$ cat config.mk
export PLATFORM = sky130hd
export DESIGN_NAME = sprite_blitter
export DESIGN_NICKNAME = d
export VERILOG_FILES = /design/src/rtl/sprite_blitter.sv
export SDC_FILE = /design/constraint.sdc
export NUM_CORES = 1
export LEC_CHECK = 0
export ABC_AREA = 0
export BUFFER_PORTS_ARGS = -buffer_cell sky130_fd_sc_hd__buf_2
export CAP_MARGIN = 5
export CORE_UTILIZATION = 58
export DETAILED_ROUTE_END_ITERATION = 10
export PLACE_DENSITY = 0.78
export SLEW_MARGIN = 20
export SYNTH_ARGS = -nofsm -noshare
export SYNTH_HDL_FRONTEND = slang
export SYNTH_SLANG_ARGS = --single-unit
$ cat constraint.sdc
create_clock -name sram_clk -period 11.4 [get_ports sram_clk]
set_input_delay 2.28 -clock sram_clk [delete_from_list [all_inputs] [get_ports sram_clk]]
set_output_delay 2.28 -clock sram_clk [all_outputs]
set_load 0.02 [all_outputs]
$ cat src/rtl/sprite_blitter.sv
// Sprite blitter: pops draw commands, walks each sprite row-major through a synchronous ROM and
// presents one pixel at a time to the frame-buffer controller's write slots.
module sprite_blitter #(
  parameter int unsigned SPRITE_AW   = 12,
  parameter int unsigned CMD_DEPTH   = 4,
  parameter logic [15:0] TRANSPARENT = 16'hF81F,
  parameter int unsigned SCREEN_W    = 640,
  parameter int unsigned SCREEN_H    = 480
) (
  input  logic                 sram_clk,
  input  logic                 reset_n,
  input  logic                 frame_clk,
  input  logic                 cmd_valid,
  output logic                 cmd_ready,
  input  logic [9:0]           cmd_x,
  input  logic [9:0]           cmd_y,
  input  logic [6:0]           cmd_w,
  input  logic [6:0]           cmd_h,
  input  logic [SPRITE_AW-1:0] cmd_base,
  output logic [SPRITE_AW-1:0] rom_addr,
  input  logic [15:0]          rom_data,
  input  logic                 wr_slot,
  output logic [9:0]           program_x,
  output logic [9:0]           program_y,
  output logic [15:0]          program_data,
  output logic                 busy,
  output logic                 frame_overrun
);

  localparam int unsigned PW = $clog2(CMD_DEPTH);
  localparam int unsigned CW = PW + 1;
  localparam logic [9:0]  PARK_X = 10'd1023;
  localparam logic [9:0]  PARK_Y = 10'd511;

  typedef struct packed {
    logic [9:0]           x;
    logic [9:0]           y;
    logic [6:0]           w;
    logic [6:0]           h;
    logic [SPRITE_AW-1:0] base;
  } cmd_t;

  typedef enum logic [1:0] {IDLE, FETCH, LATCH, WAIT} state_t;

  state_t               state, state_next;
  cmd_t                 mem [CMD_DEPTH];
  cmd_t                 head;
  logic [PW-1:0]        wr_ptr, rd_ptr;
  logic [CW-1:0]        count;
  logic                 push, pop, fifo_empty;
  logic [2:0]           frame_sync;
  logic                 frame_pulse;
  logic [9:0]           x0, y0;
  logic [6:0]           w, h, col, row;
  logic [SPRITE_AW-1:0] ptr;
  logic [10:0]          sx, sy;
  logic                 last_pixel;

  // frame_clk is asynchronous: two flops to resynchronise, a third for edge detection
  always_ff @(posedge sram_clk or negedge reset_n) begin
    if (!reset_n) frame_sync <= '0;
    else          frame_sync <= {frame_sync[1:0], frame_clk};
  end
  assign frame_pulse = frame_sync[1] & ~frame_sync[2];

  assign fifo_empty = (count == '0);
  assign cmd_ready  = (count != CW'(CMD_DEPTH));
  assign push       = cmd_valid && cmd_ready;
  assign pop        = (state == IDLE) && !fifo_empty && !frame_pulse;
  assign head       = mem[rd_ptr];
  assign busy       = (state != IDLE) || !fifo_empty;
  assign rom_addr   = ptr;

  always_ff @(posedge sram_clk) begin
    if (push) mem[wr_ptr] <= '{x: cmd_x, y: cmd_y, w: cmd_w, h: cmd_h, base: cmd_base};
  end

  // A flush keeps only a command pushed in the same cycle
  always_ff @(posedge sram_clk or negedge reset_n) begin
    if (!reset_n) begin
      wr_ptr <= '0;
      rd_ptr <= '0;
      count  <= '0;
    end else if (frame_pulse) begin
      rd_ptr <= wr_ptr;
      wr_ptr <= wr_ptr + PW'(push);
      count  <= CW'(push);
    end else begin
      wr_ptr <= wr_ptr + PW'(push);
      rd_ptr <= rd_ptr + PW'(pop);
      count  <= count + CW'(push) - CW'(pop);
    end
  end

  assign sx         = {1'b0, x0} + {4'b0, col};
  assign sy         = {1'b0, y0} + {4'b0, row};
  assign last_pixel = (row == h - 7'd1) && (col == w - 7'd1);

  always_ff @(posedge sram_clk or negedge reset_n) begin
    if (!reset_n) state <= IDLE;
    else          state <= state_next;
  end

  always_comb begin
    state_next = state;
    if (frame_pulse) begin
      state_next = IDLE;
    end else begin
      case (state)
        IDLE:    if (!fifo_empty && head.w != '0 && head.h != '0) state_next = FETCH;
        FETCH:   state_next = LATCH;
        LATCH:   state_next = WAIT;
        WAIT:    if (wr_slot) state_next = last_pixel ? IDLE : FETCH;
        default: state_next = IDLE;
      endcase
    end
  end

  always_ff @(posedge sram_clk or negedge reset_n) begin
    if (!reset_n) begin
      x0           <= '0;
      y0           <= '0;
      w            <= '0;
      h            <= '0;
      col          <= '0;
      row          <= '0;
      ptr          <= '0;
      program_x    <= PARK_X;
      program_y    <= PARK_Y;
      program_data <= '0;
    end else if (frame_pulse) begin
      program_x    <= PARK_X;
      program_y    <= PARK_Y;
      program_data <= '0;
    end else begin
      case (state)
        IDLE: if (!fifo_empty) begin
          x0  <= head.x;
          y0  <= head.y;
          w   <= head.w;
          h   <= head.h;
          ptr <= head.base;
          col <= '0;
          row <= '0;
        end
        LATCH: begin
          // transparent or clipped pixels still occupy a slot, so they go to the park address
          if (rom_data == TRANSPARENT || sx >= 11'(SCREEN_W) || sy >= 11'(SCREEN_H)) begin
            program_x    <= PARK_X;
            program_y    <= PARK_Y;
            program_data <= '0;
          end else begin
            program_x    <= sx[9:0];
            program_y    <= sy[9:0];
            program_data <= rom_data;
          end
        end
        WAIT: if (wr_slot) begin
          ptr <= ptr + SPRITE_AW'(1);
          if (col == w - 7'd1) begin
            col <= '0;
            row <= row + 7'd1;
          end else begin
            col <= col + 7'd1;
          end
          if (last_pixel) begin
            program_x    <= PARK_X;
            program_y    <= PARK_Y;
            program_data <= '0;
          end
        end
        default: ;
      endcase
    end
  end

  always_ff @(posedge sram_clk or negedge reset_n) begin
    if (!reset_n)                 frame_overrun <= 1'b0;
    else if (frame_pulse && busy) frame_overrun <= 1'b1;
  end

endmodule
# Word-level counts from Yosys, hierarchy flattened
# Memory sizes are Yosys's and may differ from the RTL's.
# Index checks and enable logic that the tools add are counted.
dict set report word_totals {
  ff_bits 109
  mem_bits_rw 184
  out_inout_bits 51
  wordCells 105
  memories 1
}
dict set report op_classes {
  add_sub_neg 11
  magnitude_cmp 2
  eq_ne 13
  muxes 34
  n_bitwise 4
  n_reduce_logical 24
}
# memory depth width read_ports rd_clocked_by_memory_dff wr line_no
set mem_list {}
lappend mem_list {mem 4 46 1 0 1 46} ;# cmd_t mem [CMD_DEPTH];
# op n
set op_table {}
lappend op_table {{$mux 10} 8}
lappend op_table {{$mux 16} 4}
lappend op_table {{$pmux 10 s2} 2}
lappend op_table {{$mux 7} 5}
lappend op_table {{$pmux 16 s2} 1}
lappend op_table {{$pmux 7 s2} 2}
lappend op_table {{$mux 12} 2}
lappend op_table {{$pmux 12 s2} 1}
lappend op_table {{$add 10x7->11} 2}
lappend op_table {{$eq 16x16->1 const B} 1}
lappend op_table {{$add 7x1->7 const B} 2}
lappend op_table {{$eq 7x7->1} 2}
lappend op_table {{$reduce_bool 7->1} 2}
lappend op_table {{$sub 7x1->7 const B} 2}
lappend op_table {{$add 12x1->12 const B} 1}
lappend op_table {{$ge 11x10->1 const B} 1}
lappend op_table {{$ge 11x9->1 const B} 1}
lappend op_table {{$ne 3x3->1 const B} 3}
lappend op_table {{$mux 2} 4}
lappend op_table {{$pmux 2 s4} 1}
lappend op_table {{$logic_and 1x1->1} 7}
lappend op_table {{$ne 2x2->1 const B} 3}
lappend op_table {{$reduce_and 3->1} 2}
lappend op_table {{$reduce_and 5->1} 1}
lappend op_table {{18 further kinds} 28}

# Longest topological paths before layout
# Gate-level depths: netlist of the first run.
dict set report depth {
  ltp_word 7
  depth_mapped 11
}

# Worst setup path before layout of the first run
# OpenSTA, ideal clock, no wires.
dict set report synth_path {
  path_kind {input-to-reg}
  from {input port cmd_valid}
  to {memory mem[1][0] in the netlist's numbering, enable pin}
  setup_ns 0.516
  arrival_time_ns 5.830
  path_slack_ns 5.054
  stages 2
  n_path_buf 0
  cell_sequence {nand2_1 -> nor3b_1}
}
dict set report synth_via {
  elab_chain_cells 3
}
# item line_no
set synth_lines {}
lappend synth_lines {{start, declared} 13} ;# input logic cmd_valid,
lappend synth_lines {{$logic_and 1x1->1} 68} ;# assign push = cmd_valid && cmd_ready;
lappend synth_lines {{$mux 1} 75} ;# if (push) mem[wr_ptr] <= '{x: cmd_x, y: cmd_y, w: cmd_w, h: cmd_h, base: cmd_base};
lappend synth_lines {{$mux 1 (implied by the code)} 75}
lappend synth_lines {{end, declared} 46}
# No other way between the ends.

# Worst setup path in the final report of the first run
dict set report layout_path {
  from {input port rom_data[8]}
  to {register program_data[8]}
}
dict set report layout_via {
  elab_chain_cells 6
}
# item line_no
set layout_lines {}
lappend layout_lines {{start, declared} 21} ;# input logic [15:0] rom_data,
lappend layout_lines {{$eq 16x16->1} 148} ;# if (rom_data == TRANSPARENT || sx >= 11'(SCREEN_W) || sy >= 11'(SCREEN_H)) begin
lappend layout_lines {{$logic_or 1x1->1 (2 in series)} 148}
lappend layout_lines {{$mux 16 *} 148}
lappend layout_lines {{$pmux 16 s2 *} 136} ;# case (state)
lappend layout_lines {{$mux 16 *} 131} ;# end else if (frame_pulse) begin
lappend layout_lines {{end signal, assigned} 155} ;# program_data <= rom_data;
lappend layout_lines {{end, declared} 25} ;# output logic [15:0] program_data,
# Every way passes the cells marked *; elsewhere a longest branch is shown, timed or not.
# A chain may end at the register's enable or synchronous reset.

==> results of run 1 <==
[flip-flops by register name (all words and copies together) (netlist names)]
| register | count |
|---|---|
| program_x | 10 |
| rom_addr | 12 |
| program_y | 10 |
| state | 2 |
| frame_sync | 3 |
| wr_ptr | 2 |
| count | 3 |
| x0 | 10 |
| row | 7 |
| w | 7 |
| y0 | 10 |
| h | 7 |
| col | 7 |
| frame_overrun | 1 |
| program_data | 16 |
| rd_ptr | 2 |
| mem | 184 |
[synth_stat cells, drive strengths merged (15+ instances only)]
library cell,number
a21boi,17
a21oi,43
a31o,16
a31oi,18
and3,15
clkbuf,23
dfrtp,90
dfstp,19
edfxtp,184
ha,26
inv,19
mux2,37
mux4,46
nand2,34
nand3,18
nor2,18
nor3,16
o21ai,35
xnor2,18
[power breakdown]
part / leakage [nW] / internal (mW) / switching (mW)
Combinational: 2.12 / 0.594 / 0.781
Clock: 0.541 / 0.636 / 0.393
Sequential: 3.00 / 1.45 / 0.174
Total: 5.66 / 2.68 / 1.35
[stage by stage]
stage	util, %	hold slack [ps]	setup slack [ps]	cells
floorplan	-	331	5050	835
global placement	64.2	345	6640	1205
detailed placement	64.2	338	6730	1205
CTS	69.3	361	7270	1263
global route	69.3	373	7100	1263
finish	69.3	360	7200	1263
[layout make-up]
class / instances / area, sq um
clock buffer: 49 / 987
multi-input combinational: 488 / 4290
timing repair buffer: 130 / 686
sequential: 293 / 8280
clock inverter: 9 / 98.8
inverter: 19 / 71.3
fill: 1424 / 6530
tap: 275 / 344
[how the worst max path moves through the flow]
stage                      startpoint                to  slack [ps]
after global routing      rom_data[8]  program_data[11]        7100
after floorplan             cmd_valid         mem[1][0]        5050
after detailed placement  rom_data[8]   program_data[8]        6730
final                     rom_data[8]   program_data[8]        7200
after global placement    rom_data[8]   program_data[1]        6640
after CTS                 rom_data[8]   program_data[8]        7270
[layer usage]
layer	vias to the layer above	GRT usage, %	routed length [microns]
li1	3541	-	-
met1	3867	31.5	11000
met2	233	38.8	12500
met3	42	3.76	1340
met4	0	7.58	676
met5	-	0	0
[cell families after synthesis]
| kind of cell | after synthesis | share of synthesized area (%) |
|---|---|---|
| compound gates | 183 | 9.50 |
| xor+xnor | 34 | 2.55 |
| fa+ha+maj | 29 | 3.02 |
| buf+inv | 54 | 1.74 |
| flops | 293 | 64.9 |
| mux | 88 | 11.8 |
| simple gates | 154 | 6.56 |
==> results.sh, run 1 <==
export IMPL_synth_edf_count=184
export IMPL_first_global_vias=7563
export IMPL_setup_slack_of_the_most_critical_reg_to_reg_path_ps=7710
export IMPL_status="finished clean"
export IMPL_wl_microns=25400
export IMPL_power_leakage_nw=5.66
export IMPL_netlist_instances=835
export IMPL_synthDistinctLibCells=69
export IMPL_cp_slowest_stage_delay_ps=650
export IMPL_portBuffers=117
export IMPL_numCtsBuffers=31
export IMPL_critPathLaunchType="primary input"
export IMPL_cts_htree_levels=1
export IMPL_critical_path_reg2reg_startpoint="rd_ptr[0]"
export IMPL_post_route_drc_count=0
export IMPL_syn_num_nets=931
export IMPL_arrival_ps=4640
export IMPL_worst_ir_drop_vdd_uv=141
export IMPL_max_clock_path_buffers=3
export IMPL_grt_antenna_before_repair=0
export IMPL_post_synth_top_area_fraction_pct=43.3
export IMPL_stdcell_area_sq_um=14800
export IMPL_pwr_density_cell_nw_per_um2=273
export IMPL_most_frequent_cells_in_the_layout="184 x sky130_fd_sc_hd__edfxtp_1, 116 x sky130_fd_sc_hd__buf_2, 88 x sky130_fd_sc_hd__dfrtp_1"
export IMPL_critical_path_peak_fanout=30
export IMPL_relSlewSlack_pct=29.4
export IMPL_tns_ps=0
export IMPL_unrepaired_setup_endpoints_after_global_routing="false"
export IMPL_floorplan_die_height_microns=150
export IMPL_hold_viol_final=0
export IMPL_final_max_slew_violation_count=0
export IMPL_dr_pass1_iters=5
export IMPL_i_o_pin_cnt=118
export IMPL_finalNetCount=1059
export IMPL_critical_path_class="in -> reg"
export IMPL_cell_type_contributing_the_most_total_cell_area_after_synthesis="sky130_fd_sc_hd__edfxtp_1"
export IMPL_post_dp_hpwl_microns=16200
export IMPL_yosysSeqAreaShare_pct=64.9
export IMPL_drive_gt1_share_pct=32.0
export IMPL_placement_cell_area_sq_um=13700
export IMPL_gpl_final_weighted_congestion=0.850
export IMPL_worst_skew_pair_late_latency_ps=560
export IMPL_clk_pin_slew_ps=60
export IMPL_hold_class="reg -> reg"
export IMPL_core_area_sq_um=21300
export IMPL_cap_violations=0
export IMPL_r2r_worst_path_cells=7
export IMPL_clock_sink_count=293
export IMPL_synth_area_per_inst_sq_um=15.3
export IMPL_grt_max_degree=70
export IMPL_worstHoldStart="frame_sync[0]"
export IMPL_tritoncts_clock_tree="built"
export IMPL_fmax_ghz=0.238
export IMPL_cpMaxStageDelayCell="sky130_fd_sc_hd__or4b_2"
export IMPL_drt_initial_violations=547
export IMPL_viasPerCell=6.08
export IMPL_dominant_cells_by_area_after_synthesis="sky130_fd_sc_hd__edfxtp_1 43%, sky130_fd_sc_hd__dfrtp_1 18%, sky130_fd_sc_hd__mux4_2 8.1%"
export IMPL_clock_root_buffer="sky130_fd_sc_hd__clkbuf_16"
export IMPL_crit_path_buffers_inverters=1
export IMPL_die_width_microns=150
export IMPL_yosysWarnings=0
export IMPL_final_period_utilization_pct=36.9
export IMPL_synth_top_flop_cell="sky130_fd_sc_hd__edfxtp_1"
export IMPL_total_power_mw=4.03
export IMPL_start_util_pct=59.9
export IMPL_antenna_diode_count=0
export IMPL_dieArea_sq_um=22600
export IMPL_hold_depth=0
export IMPL_fp_row_count=53
export IMPL_antenna_left=0
export IMPL_post_drt_wl_per_cell_microns=20.1
export IMPL_regToRegEndpoint="state[1]"
export IMPL_syn_cell_area_sq_um=12800
export IMPL_synth_seq_cells=293
export IMPL_grt_first_pass_wirelength_microns=40100
export IMPL_synthToLayoutAreaGrowth_pct=15.6
export IMPL_min_delay_endpoint="frame_sync[1]"
export IMPL_timing_critical_path_cells="buf_2 -> or4b_2 -> nor4_1 -> or3_1 -> a311oi_1 -> o21ai_1 -> nor2_4 -> a31o_2"
export IMPL_max_slew_worst_pin_slew_ps=1050
export IMPL_cts_resized_gates=0
export IMPL_critical_path_top_delay_family="simple AND/OR/NAND/NOR gates"
export IMPL_clock_skew_final_ps=11.8
export IMPL_setup_viol=0
export IMPL_grt_util_all_layers_pct=23.3
export IMPL_layout_commonest_cell="sky130_fd_sc_hd__edfxtp_1"
export IMPL_detailroute_via_count=7683
export IMPL_globalRouteOverflowTotal=0
export IMPL_fin_crit_ps=4200
export IMPL_postCtsSetupBuffers=0
export IMPL_cp_end_kind="flip-flop"
export IMPL_synth_async_sr_flop_share_pct=37.2
export IMPL_cts_hold_buf=0
export IMPL_critPathRequiredTime_ps=11840
export IMPL_logic_depth_of_the_worst_setup_path_including_buffers=8
Power figures use the tool's default switching activity.
==> inputs of run 2 (changes only) <==
--- a/config.mk
+++ b/config.mk
@@ -8,9 +8,9 @@
 export ABC_AREA = 0
 export BUFFER_PORTS_ARGS = -buffer_cell sky130_fd_sc_hd__buf_2
 export CAP_MARGIN = 5
-export CORE_UTILIZATION = 58
+export CORE_UTILIZATION = 54
 export DETAILED_ROUTE_END_ITERATION = 10
-export PLACE_DENSITY = 0.78
+export PLACE_DENSITY = 0.76
 export SLEW_MARGIN = 20
 export SYNTH_ARGS = -nofsm -noshare
 export SYNTH_HDL_FRONTEND = slang
==> constraint.sdc (replaced) <==
create_clock -name sram_clk -period 3.46 [get_ports sram_clk]
set_input_delay 0.692 -clock sram_clk [delete_from_list [all_inputs] [get_ports sram_clk]]
set_output_delay 0.692 -clock sram_clk [all_outputs]
set_load 0.02 [all_outputs]
==> results.sh, run 2 (synthesis gave the netlist of run 1 again) <==
export IMPL_drive_gt1_share_pct=32.2
export IMPL_arrival_ps=3610
export IMPL_critical_path_class="reg -> reg"
export IMPL_grt_antenna_before_repair=1
export IMPL_place_detailed_instances=1255
export IMPL_cts_htree_levels=1
export IMPL_busiest_layer="met2"
export IMPL_gpl_final_weighted_congestion=0.926
export IMPL_detailroute_via_count=7669
export IMPL_clk_pin_slew_ps=60
export IMPL_floorplan_die_height_microns=156
export IMPL_setup_slack_of_the_most_critical_reg_to_reg_path_ps=280
export IMPL_fin_crit_ps=3180
export IMPL_final_instance_count_excl_fill=1310
export IMPL_status="finished clean"
export IMPL_start_util_pct=55.7
export IMPL_multi_input_comb_area_sq_um=4310
export IMPL_fp_row_count=55
export IMPL_grt_met1_usage_pct=30.0
export IMPL_first_global_vias=7761
export IMPL_hold_viol_final=0
export IMPL_critPathRequiredTime_ps=3900
export IMPL_fillCellCount=1618
export IMPL_max_flop_register="mem"
export IMPL_grt_max_degree=85
export IMPL_clock_root_buffer="sky130_fd_sc_hd__clkbuf_16"
export IMPL_post_route_drc_count=0
export IMPL_critical_path_peak_fanout=25
export IMPL_worst_ir_drop_vdd_uv=551
export IMPL_cap_violations=0
export IMPL_final_period_utilization_pct=91.9
export IMPL_max_slew_worst_pin_slew_ps=819
export IMPL_power_leakage_nw=5.67
export IMPL_wl_microns=26100
export IMPL_clock_skew_final_ps=13.4
export IMPL_total_power_mw=13.1
export IMPL_numCtsBuffers=29
export IMPL_grt_first_pass_wirelength_microns=41500
export IMPL_cp_end_kind="flip-flop"
export IMPL_tns_ps=0
export IMPL_antenna_left=0
export IMPL_die_width_microns=156
export IMPL_setup_viol=0
export IMPL_groute_layer_met2_usage_pct=36.4
export IMPL_i_o_pin_cnt=118
export IMPL_dpl_worst_slack_ps=242
export IMPL_dieArea_sq_um=24300
export IMPL_pwr_density_cell_nw_per_um2=886
export IMPL_layout_commonest_cell="sky130_fd_sc_hd__edfxtp_1"
export IMPL_critPathLaunchType="flip-flop"
export IMPL_largest_register_ffs=184
export IMPL_most_frequent_cells_in_the_layout="184 x sky130_fd_sc_hd__edfxtp_1, 116 x sky130_fd_sc_hd__buf_2, 88 x sky130_fd_sc_hd__dfrtp_1"
export IMPL_viasPerCell=5.85
export IMPL_postLayoutSetupSlackWorst_ps=281
export IMPL_dr_pass1_iters=4
export IMPL_met3_usage_pct=3.92
export IMPL_worst_skew_pair_late_latency_ps=560
export IMPL_final_max_slew_violation_count=0
export IMPL_max_clock_path_buffers=3
export IMPL_finalNetCount=1069
export IMPL_unrepaired_setup_endpoints_after_global_routing="false"
export IMPL_post_dp_hpwl_microns=17500
export IMPL_relSlewSlack_pct=45.3
export IMPL_core_area_sq_um=22900
export IMPL_post_drt_wl_per_cell_microns=19.9
export IMPL_synthToLayoutAreaGrowth_pct=16.2
export IMPL_fmax_ghz=0.315
export IMPL_grt_util_all_layers_pct=22.2
export IMPL_postCtsSetupBuffers=0
export IMPL_drt_initial_violations=551
export IMPL_portBuffers=117
export IMPL_globalRouteOverflowTotal=0
export IMPL_final_seq_area_sq_um=8280
export IMPL_tritoncts_clock_tree="built"
export IMPL_clock_sink_count=293
export IMPL_hold_class="in -> async"
run 2: cell types whose count changed in the layout (fill, tap and decap cells not counted), moves of 2 or more:
cell / change
sky130_fd_sc_hd__nor3b_2: -2
sky130_fd_sc_hd__buf_12: +3
sky130_fd_sc_hd__clkinv_1: +2
sky130_fd_sc_hd__clkbuf_16: -5
sky130_fd_sc_hd__buf_4: +9
sky130_fd_sc_hd__nor3b_4: +2
sky130_fd_sc_hd__clkbuf_8: -2
sky130_fd_sc_hd__clkinv_2: -2
run 2: final timing paths:
check                               from                to  cells past startpoint
setup / recovery                  col[0]  program_data[15]                     10
hold / removal                   reset_n   program_data[8]                      1
setup reg to reg                  col[0]  program_data[15]                     10
hold reg to reg            frame_sync[0]     frame_sync[1]                      0
max in group asynchronous        reset_n      program_x[9]                      2
min in group sram_clk          frame_clk     frame_sync[0]                      1
run 2: timing repair:
action	in CTS	in global routing
hold buffers	0	0
gates resized for setup	0	1
setup endpoints to repair	0	25
run 2: final cells by class:
class                   instances  share of cell area [%]
inverters                      19                   0.481
well taps                     313                    2.64
repair buffers                142                    5.49
clock buffers                  43                    5.65
clock inverters                11                   0.835
diodes                          1                  0.0169
multi-input cells             488                    29.0
flip-flops and latches        293                    55.8
run 2: where the power goes:
part	leakage, nW	internal, mW	switching, mW
registers	3.00	4.77	0.680
logic	2.20	2.06	2.51
clock network	0.471	1.83	1.28
total	5.67	8.66	4.47
run 2: critical path: stages (launching register included):
cell	delay (ps)
sky130_fd_sc_hd__dfrtp_1	430
sky130_fd_sc_hd__ha_1	230
sky130_fd_sc_hd__fa_1	440
sky130_fd_sc_hd__a211o_1	280
sky130_fd_sc_hd__o211ai_1	130
sky130_fd_sc_hd__a21boi_0	220
sky130_fd_sc_hd__nor3b_1	200
sky130_fd_sc_hd__nor4_2	490
sky130_fd_sc_hd__nor2_2	190
sky130_fd_sc_hd__buf_12	210
sky130_fd_sc_hd__a31o_2	250
run 2: through the flow:
| stage | hold slack (ps) | cell area, sq um | utilization, % |
|---|---|---|---|
| floorplan | 331 | 12800 | - |
| global placement | 346 | 13900 | 60.5 |
| detailed placement | 343 | 13900 | 60.5 |
| CTS | 44.9 | 14800 | 64.7 |
| global route | 75.8 | 14800 | 64.7 |
| finish | 49.9 | 14800 | 64.7 |
run 2: layer usage:
metal  up-vias  wire length, microns
li1       3558                     -
met1      3843                 11500
met2       212                 12600
met3        56                  1270
met4         0                   813
met5         -                     0
